$ cat src/rtl/dmem_pkg.sv
// Shared definitions for the data-memory arbiter: FSM state encoding,
// load/store mask codes, requester identifiers and access-check helpers.
package dmem_pkg;

    typedef enum logic [1:0] {
        ST_IDLE   = 2'd0,
        ST_ACCESS = 2'd1,
        ST_RESP   = 2'd2
    } state_e;

    localparam logic [3:0] MASK_BYTE  = 4'b0000;
    localparam logic [3:0] MASK_HALF  = 4'b0001;
    localparam logic [3:0] MASK_WORD  = 4'b0010;
    localparam logic [3:0] MASK_BYTEU = 4'b0100;
    localparam logic [3:0] MASK_HALFU = 4'b0101;

    // Requester identifiers; also the value held in the last-grant flop.
    localparam logic SRC_CORE = 1'b0;
    localparam logic SRC_DMA  = 1'b1;

    function automatic logic mask_legal(input logic [3:0] mask);
        return (mask == MASK_BYTE)  || (mask == MASK_HALF) ||
               (mask == MASK_WORD)  || (mask == MASK_BYTEU) ||
               (mask == MASK_HALFU);
    endfunction

    // Half accesses need addr[0]==0, word accesses need addr[1:0]==0.
    function automatic logic misaligned(input logic [3:0] mask, input logic [1:0] lsb);
        logic bad;
        bad = 1'b0;
        if ((mask == MASK_HALF) || (mask == MASK_HALFU)) bad = lsb[0];
        else if (mask == MASK_WORD)                      bad = |lsb;
        return bad;
    endfunction

endpackage

$ cat src/rtl/dmem_arbiter_if.sv
// Bus bundle for the data-memory arbiter: core requester, DMA requester and
// the single memory port. The arbiter uses the slave view; the environment
// (requesters plus memory) uses the master view.
interface dmem_arbiter_if #(
    parameter int AW = 32,
    parameter int DW = 32
) ();
    logic          c_req, c_we, c_gnt, c_rvalid, c_err;
    logic [AW-1:0] c_addr;
    logic [DW-1:0] c_wdata, c_rdata;
    logic [3:0]    c_mask;

    logic          d_req, d_we, d_gnt, d_rvalid, d_err;
    logic [AW-1:0] d_addr;
    logic [DW-1:0] d_wdata, d_rdata;
    logic [3:0]    d_mask;

    logic          m_we;
    logic [AW-1:0] m_addr;
    logic [DW-1:0] m_wdata, m_rdata;
    logic [3:0]    m_mask;

    modport slave (
        input  c_req, c_we, c_addr, c_wdata, c_mask,
        output c_gnt, c_rvalid, c_err, c_rdata,
        input  d_req, d_we, d_addr, d_wdata, d_mask,
        output d_gnt, d_rvalid, d_err, d_rdata,
        output m_we, m_addr, m_wdata, m_mask,
        input  m_rdata
    );

    modport master (
        output c_req, c_we, c_addr, c_wdata, c_mask,
        input  c_gnt, c_rvalid, c_err, c_rdata,
        output d_req, d_we, d_addr, d_wdata, d_mask,
        input  d_gnt, d_rvalid, d_err, d_rdata,
        input  m_we, m_addr, m_wdata, m_mask,
        output m_rdata
    );
endinterface

$ cat src/rtl/rr_arbiter2.sv
// Two-way round-robin arbiter. A lone requester always wins; on contention
// the requester not granted last wins. Reset leaves DMA as last winner so
// the core takes the first contended grant.
module rr_arbiter2
    import dmem_pkg::*;
(
    input  logic       clk,
    input  logic       rst_n,
    input  logic [1:0] req_i,   // [0] core, [1] DMA
    input  logic       en_i,    // grant is taken this cycle
    output logic [1:0] gnt_o
);
    logic last_q, last_d;

    // Winner selection and last-grant update.
    always_comb begin
        gnt_o  = 2'b00;
        last_d = last_q;
        if (req_i[0] && (!req_i[1] || (last_q == SRC_DMA))) gnt_o[0] = 1'b1;
        else if (req_i[1])                                  gnt_o[1] = 1'b1;
        if (en_i && (|gnt_o)) last_d = gnt_o[1];
    end

    // Last-grant flop.
    always_ff @(posedge clk or negedge rst_n) begin
        if (!rst_n) last_q <= SRC_DMA;
        else        last_q <= last_d;
    end
endmodule

$ cat src/rtl/dmem_arbiter.sv
// Data-memory arbiter: shares one memory port between the core and a DMA
// requester. One transaction in flight: grant (IDLE) -> memory access
// (ACCESS) -> response (RESP). Illegal masks never write and answer err=1.
// Optional build macro DMEM_ARB_MISALIGN_EN: also reject misaligned half and
// word accesses with err=1 and no write.
module dmem_arbiter
    import dmem_pkg::*;
#(
    parameter int AW = 32,
    parameter int DW = 32
) (
    input  logic           clk,
    input  logic           rst_n,
    dmem_arbiter_if.slave  bus
);
    state_e        state_q, state_d;
    logic          src_q, we_q, err_q;
    logic [AW-1:0] addr_q;
    logic [DW-1:0] wdata_q, rdata_q;
    logic [3:0]    mask_q;

    logic [1:0]    arb_gnt;
    logic          in_idle, in_access, in_resp, take;
    logic          sel_we, sel_err;
    logic [AW-1:0] sel_addr;
    logic [DW-1:0] sel_wdata;
    logic [3:0]    sel_mask;

    assign in_idle   = (state_q == ST_IDLE);
    assign in_access = (state_q == ST_ACCESS);
    assign in_resp   = (state_q == ST_RESP);
    assign take      = in_idle && (|arb_gnt);

    rr_arbiter2 u_rr (
        .clk   (clk),
        .rst_n (rst_n),
        .req_i ({bus.d_req, bus.c_req}),
        .en_i  (in_idle),
        .gnt_o (arb_gnt)
    );

    assign sel_we    = arb_gnt[1] ? bus.d_we    : bus.c_we;
    assign sel_addr  = arb_gnt[1] ? bus.d_addr  : bus.c_addr;
    assign sel_wdata = arb_gnt[1] ? bus.d_wdata : bus.c_wdata;
    assign sel_mask  = arb_gnt[1] ? bus.d_mask  : bus.c_mask;

`ifdef DMEM_ARB_MISALIGN_EN
    assign sel_err = !mask_legal(sel_mask) || misaligned(sel_mask, sel_addr[1:0]);
`else
    assign sel_err = !mask_legal(sel_mask);
`endif

    // Next-state logic: a grant starts the fixed three-step sequence.
    always_comb begin
        state_d = state_q;
        unique case (state_q)
            ST_IDLE:   if (|arb_gnt) state_d = ST_ACCESS;
            ST_ACCESS: state_d = ST_RESP;
            ST_RESP:   state_d = ST_IDLE;
            default:   state_d = ST_IDLE;
        endcase
    end

    // State register; reset abandons any in-flight transaction.
    always_ff @(posedge clk or negedge rst_n) begin
        if (!rst_n) state_q <= ST_IDLE;
        else        state_q <= state_d;
    end

    // Request latch at grant, read-data capture at the end of ACCESS.
    always_ff @(posedge clk or negedge rst_n) begin
        if (!rst_n) begin
            src_q   <= SRC_CORE;
            we_q    <= 1'b0;
            err_q   <= 1'b0;
            addr_q  <= '0;
            wdata_q <= '0;
            mask_q  <= '0;
            rdata_q <= '0;
        end else begin
            if (take) begin
                src_q   <= arb_gnt[1];
                we_q    <= sel_we;
                err_q   <= sel_err;
                addr_q  <= sel_addr;
                wdata_q <= sel_wdata;
                mask_q  <= sel_mask;
            end
            if (in_access) rdata_q <= (we_q || err_q) ? '0 : bus.m_rdata;
        end
    end

    // Grants are gated by rst_n so nothing is acknowledged while in reset.
    assign bus.c_gnt    = rst_n && in_idle && arb_gnt[0];
    assign bus.d_gnt    = rst_n && in_idle && arb_gnt[1];

    assign bus.m_we     = in_access && we_q && !err_q;
    assign bus.m_addr   = in_access ? addr_q  : '0;
    assign bus.m_wdata  = in_access ? wdata_q : '0;
    assign bus.m_mask   = in_access ? mask_q  : '0;

    assign bus.c_rvalid = in_resp && (src_q == SRC_CORE);
    assign bus.d_rvalid = in_resp && (src_q == SRC_DMA);
    assign bus.c_err    = bus.c_rvalid && err_q;
    assign bus.d_err    = bus.d_rvalid && err_q;
    assign bus.c_rdata  = bus.c_rvalid ? rdata_q : '0;
    assign bus.d_rdata  = bus.d_rvalid ? rdata_q : '0;
endmodule

$ cat src/flat_wrapper.sv
// flat-port wrapper written by rule: the top's interface ports become plain ports
module dmem_arbiter_flat import dmem_pkg::*;
#(
    parameter int AW = 32,
    parameter int DW = 32
)
  (clk, rst_n, bus_c_req, bus_c_we, bus_c_addr, bus_c_wdata, bus_c_mask, bus_c_gnt, bus_c_rvalid, bus_c_err, bus_c_rdata, bus_d_req, bus_d_we, bus_d_addr, bus_d_wdata, bus_d_mask, bus_d_gnt, bus_d_rvalid, bus_d_err, bus_d_rdata, bus_m_we, bus_m_addr, bus_m_wdata, bus_m_mask, bus_m_rdata);
  dmem_arbiter_if #(.AW(AW), .DW(DW)) bus_i ();
  input  logic clk;
  input  logic rst_n;
  input wire logic [$bits(bus_i.c_req)-1:0] bus_c_req;
  input wire logic [$bits(bus_i.c_we)-1:0] bus_c_we;
  input wire logic [$bits(bus_i.c_addr)-1:0] bus_c_addr;
  input wire logic [$bits(bus_i.c_wdata)-1:0] bus_c_wdata;
  input wire logic [$bits(bus_i.c_mask)-1:0] bus_c_mask;
  output wire logic [$bits(bus_i.c_gnt)-1:0] bus_c_gnt;
  output wire logic [$bits(bus_i.c_rvalid)-1:0] bus_c_rvalid;
  output wire logic [$bits(bus_i.c_err)-1:0] bus_c_err;
  output wire logic [$bits(bus_i.c_rdata)-1:0] bus_c_rdata;
  input wire logic [$bits(bus_i.d_req)-1:0] bus_d_req;
  input wire logic [$bits(bus_i.d_we)-1:0] bus_d_we;
  input wire logic [$bits(bus_i.d_addr)-1:0] bus_d_addr;
  input wire logic [$bits(bus_i.d_wdata)-1:0] bus_d_wdata;
  input wire logic [$bits(bus_i.d_mask)-1:0] bus_d_mask;
  output wire logic [$bits(bus_i.d_gnt)-1:0] bus_d_gnt;
  output wire logic [$bits(bus_i.d_rvalid)-1:0] bus_d_rvalid;
  output wire logic [$bits(bus_i.d_err)-1:0] bus_d_err;
  output wire logic [$bits(bus_i.d_rdata)-1:0] bus_d_rdata;
  output wire logic [$bits(bus_i.m_we)-1:0] bus_m_we;
  output wire logic [$bits(bus_i.m_addr)-1:0] bus_m_addr;
  output wire logic [$bits(bus_i.m_wdata)-1:0] bus_m_wdata;
  output wire logic [$bits(bus_i.m_mask)-1:0] bus_m_mask;
  input wire logic [$bits(bus_i.m_rdata)-1:0] bus_m_rdata;
  assign bus_i.c_req = bus_c_req;
  assign bus_i.c_we = bus_c_we;
  assign bus_i.c_addr = bus_c_addr;
  assign bus_i.c_wdata = bus_c_wdata;
  assign bus_i.c_mask = bus_c_mask;
  assign bus_c_gnt = bus_i.c_gnt;
  assign bus_c_rvalid = bus_i.c_rvalid;
  assign bus_c_err = bus_i.c_err;
  assign bus_c_rdata = bus_i.c_rdata;
  assign bus_i.d_req = bus_d_req;
  assign bus_i.d_we = bus_d_we;
  assign bus_i.d_addr = bus_d_addr;
  assign bus_i.d_wdata = bus_d_wdata;
  assign bus_i.d_mask = bus_d_mask;
  assign bus_d_gnt = bus_i.d_gnt;
  assign bus_d_rvalid = bus_i.d_rvalid;
  assign bus_d_err = bus_i.d_err;
  assign bus_d_rdata = bus_i.d_rdata;
  assign bus_m_we = bus_i.m_we;
  assign bus_m_addr = bus_i.m_addr;
  assign bus_m_wdata = bus_i.m_wdata;
  assign bus_m_mask = bus_i.m_mask;
  assign bus_i.m_rdata = bus_m_rdata;
  dmem_arbiter #(.AW(AW), .DW(DW)) u_core (.clk(clk), .rst_n(rst_n), .bus(bus_i));
endmodule
$ cat config.mk
export PLATFORM = sky130hd
export DESIGN_NAME = dmem_arbiter_flat
export DESIGN_NICKNAME = d
export VERILOG_FILES = /design/src/rtl/dmem_pkg.sv /design/src/rtl/dmem_arbiter_if.sv /design/src/rtl/rr_arbiter2.sv /design/src/rtl/dmem_arbiter.sv /design/src/flat_wrapper.sv
export SDC_FILE = /design/constraint.sdc
export NUM_CORES = 1
export LEC_CHECK = 0
export BUFFER_PORTS_ARGS = -buffer_cell sky130_fd_sc_hd__buf_2
export CAP_MARGIN = 25
export CORE_AREA = 2 2 122 124
export CTS_BUF_LIST = sky130_fd_sc_hd__clkbuf_8
export CTS_CLUSTER_DIAMETER = 30
export DETAILED_ROUTE_END_ITERATION = 8
export DIE_AREA = 0 0 124 126
export HOLD_SLACK_MARGIN = 0.02
export MAX_ROUTING_LAYER = met4
export PLACE_DENSITY = 0.8
export SETUP_SLACK_MARGIN = 0.15
export SLEW_MARGIN = 20
export SYNTH_ARGS = -nofsm -noshare
export SYNTH_HDL_FRONTEND = slang
export SYNTH_HIERARCHICAL = 1
export SYNTH_SLANG_ARGS = --single-unit
export TNS_END_PERCENT = 20
$ cat constraint.sdc
create_clock -name clk -period 5 [get_ports clk]
set_input_delay 0.25 -clock clk [delete_from_list [all_inputs] [get_ports clk]]
set_output_delay 0.25 -clock clk [all_outputs]
set_load 0.005 [all_outputs]
==> flow_metrics.env <==
export IMPL_busiest_layer="met2"
export IMPL_path_cells="nand2b_1 > buf_4 > inv_2 > and2_1 > buf_2"
export IMPL_leakage_nw=4.23
export IMPL_drcViolationCount=0
export IMPL_min_from="bus_m_rdata[23]"
export IMPL_drive_gt1_frac=0.625
export IMPL_drv_cap=0
export IMPL_syn2layout_area_growth_pct=30.4
export IMPL_r2r_setup_slack_ns=2.73
export IMPL_crit_fanout=69
export IMPL_max_stage_delay_ns=0.72
export IMPL_cts_tree="built"
export IMPL_clockBufferDepth=2
export IMPL_dp_slack_ns=2.26
export IMPL_finalHoldWorstSlack_ns=0.0922
export IMPL_rr_startpoint="u_core/u_rr/last_q$_DFFE_PN1P_"
export IMPL_use_met2=0.336
export IMPL_min_period_ns=2.51
export IMPL_gp_congestion=0.784
export IMPL_tightest_slew_ns=0.931
export IMPL_ys_types=27
export IMPL_die_w_um=124
export IMPL_grt_pass1_wl_um=22600
export IMPL_grt_setup_unrepaired="false"
export IMPL_hpwl_um=10800
export IMPL_setup_violations=0
export IMPL_final_nets=937
export IMPL_use_met1=0.227
export IMPL_grt_pass1_vias=4450
export IMPL_clock_sinks=106
export IMPL_portBuffers=312
export IMPL_die_area_um2=15600
export IMPL_period_share=0.502
export IMPL_instances_no_fill=952
export IMPL_core_area_um2=14300
export IMPL_status="finished clean"
export IMPL_synth_area_um2=6020
export IMPL_yosysWarnings=6
export IMPL_ctsResizeCount=0
export IMPL_required_ns=4.75
export IMPL_rows=44
export IMPL_netlist_instances=468
export IMPL_finalMaxSlewViolations=0
export IMPL_dp_cells=934
export IMPL_routedWlPerCell_um=15.6
export IMPL_hold_viol_final=0
export IMPL_vias=4518
export IMPL_route_antenna_remaining_nets=0
export IMPL_firstDrtPassIters=5
export IMPL_p_per_area_nw_per_um2=503
export IMPL_cp_startpoint="u_core/state_q[1]$_DFFE_PN0P_"
export IMPL_fill_cells=1273
export IMPL_worstSkewPairLatency_ns=0.37
export IMPL_cts_root_buf="clkbuf_8"
export IMPL_vdd_drop_max_mv=0.265
export IMPL_fin_tns_setup_ns=0
export IMPL_crit_path_start_kind="flop"
export IMPL_drt_iter0_drc=187
export IMPL_grtUsageTotal=0.191
export IMPL_skew_ns=0.0190
export IMPL_syn_nets=642
export IMPL_initial_core_util=0.420
export IMPL_grt_max_degree=75
export IMPL_path_buf_inv=3
export IMPL_power_mw=3.95
export IMPL_gr_usage_met3=0.0353
export IMPL_max_slew_margin_rel=0.380
export IMPL_worstSetupPathType="flop to primary output"
export IMPL_seq_area_frac_synth=0.441
export IMPL_routed_wl_um=14800
export IMPL_cp_data_arrival_time_ns=2.26
export IMPL_clk_pin_slew_ns=0.11
export IMPL_post_synth_cell_area_avg_um2=12.9
export IMPL_crit_slowest_cell="inv_2"
export IMPL_vias_per_cell=4.75
export IMPL_cp_top_family="buffers and inverters"
export IMPL_antenna_found_initial=0
export IMPL_h_tree_depth=3
export IMPL_num_antenna_cells=0
export IMPL_max_clock_freq_ghz=0.399
export IMPL_hold_path_class="primary input to flop"
export IMPL_synth_seq_cells=106
export IMPL_setup_ws_ns=2.49
export IMPL_cts_hold_buf=1
export IMPL_cts_buffers_inserted=9
export IMPL_post_cts_setup_buffer_count=0
export IMPL_die_h_um=126
export IMPL_grt_overflow_total=0
export IMPL_crit_path_end_kind="primary output"
export IMPL_pin_count=313
[power by group]
| part | internal [mW] | switching [mW] | leakage (nW) |
|---|---|---|---|
| Sequential | 1.28 | 0.254 | 1.30 |
| Clock | 0.250 | 0.298 | 0.0995 |
| Combinational | 1.12 | 0.751 | 2.83 |
| Total | 2.64 | 1.30 | 4.23 |
[worst paths after layout]
check                                            endpoint  cells after the start
max in group asynchronous   u_core/rdata_q[9]$_DFFE_PN0N_                      3
hold / removal             u_core/rdata_q[23]$_DFFE_PN0N_                      2
hold reg to reg            u_core/wdata_q[24]$_DFFE_PN0P_                      1
setup / recovery                            bus_m_mask[1]                      5
setup reg to reg            u_core/addr_q[30]$_DFFE_PN0P_                      5
min in group asynchronous   u_core/wdata_q[6]$_DFFE_PN0P_                      2
[area by class of cell]
cell class	instances	area, µm²	area share
sequential	106	2650	0.338
clock buffer	10	138	0.0175
clock inverter	6	71.3	0.00909
timing repair buffer	320	1650	0.210
inverter	2	7.51	0.000957
multi-input combinational	324	3100	0.395
tap	184	230	0.0293
[layer usage]
metal	routed length (µm)	vias to the layer above	share of wire
met5	0	-	0
met4	172	0	0.012
met3	971	13	0.065
met2	7600	190	0.51
met1	6080	2113	0.41
li1	-	2202	-
[sequential cells by signal, indices dropped and copies added, names as in the netlist]
name                cells
u_core/wdata_q         32
u_core/addr_q          32
u_core/rdata_q         32
u_core/src_q            1
u_core/u_rr/last_q      1
u_core/state_q          2
u_core/we_q             1
u_core/mask_q           4
u_core/err_q            1
[synth_stat cells, drive strengths merged]
cell type | count | area share
a22o | 33 | 0.048
o211ai | 2 | 0.0025
dfstp | 1 | 0.0044
a21oi | 1 | 0.00083
and3 | 2 | 0.0021
inv | 2 | 0.0012
and2 | 134 | 0.14
and3b | 1 | 0.0015
dfrtp | 105 | 0.44
o21a | 1 | 0.0015
nor3 | 1 | 0.0017
nor3b | 3 | 0.0046
o32a | 1 | 0.0017
mux2 | 138 | 0.30
a31oi | 1 | 0.0010
nand2b | 1 | 0.0010
buf | 21 | 0.037
nor2 | 2 | 0.0017
a21boi | 2 | 0.0025
nand2 | 1 | 0.00062
clkbuf | 15 | 0.0094
[cell families after synthesis]
group | after synthesis | synth area share
DFF | 106 | 0.441
AOI/OAI and AO/OA | 41 | 0.0580
muxes | 138 | 0.301
buffers and inverters | 38 | 0.0480
and+or+nand+nor | 145 | 0.152
[layout by cell type, fill, tap and decap left out, types with 2 or more instances in the layout]
master,instances
and3_1,2
and2_1,134
o211ai_1,2
nor3b_1,2
clkbuf_8,10
dfrtp_1,105
clkinvlp_4,2
inv_6,2
mux2_4,68
buf_4,6
a22o_1,33
mux2_2,70
buf_2,311
[stage by stage]
step / area, µm² / util
finish: 7850 / 0.548
global route: 7850 / 0.548
CTS: 7830 / 0.547
detailed placement: 7610 / 0.531
global placement: 7590 / 0.530
floorplan: 6020 / -
(Power assumes the default switching activity.)
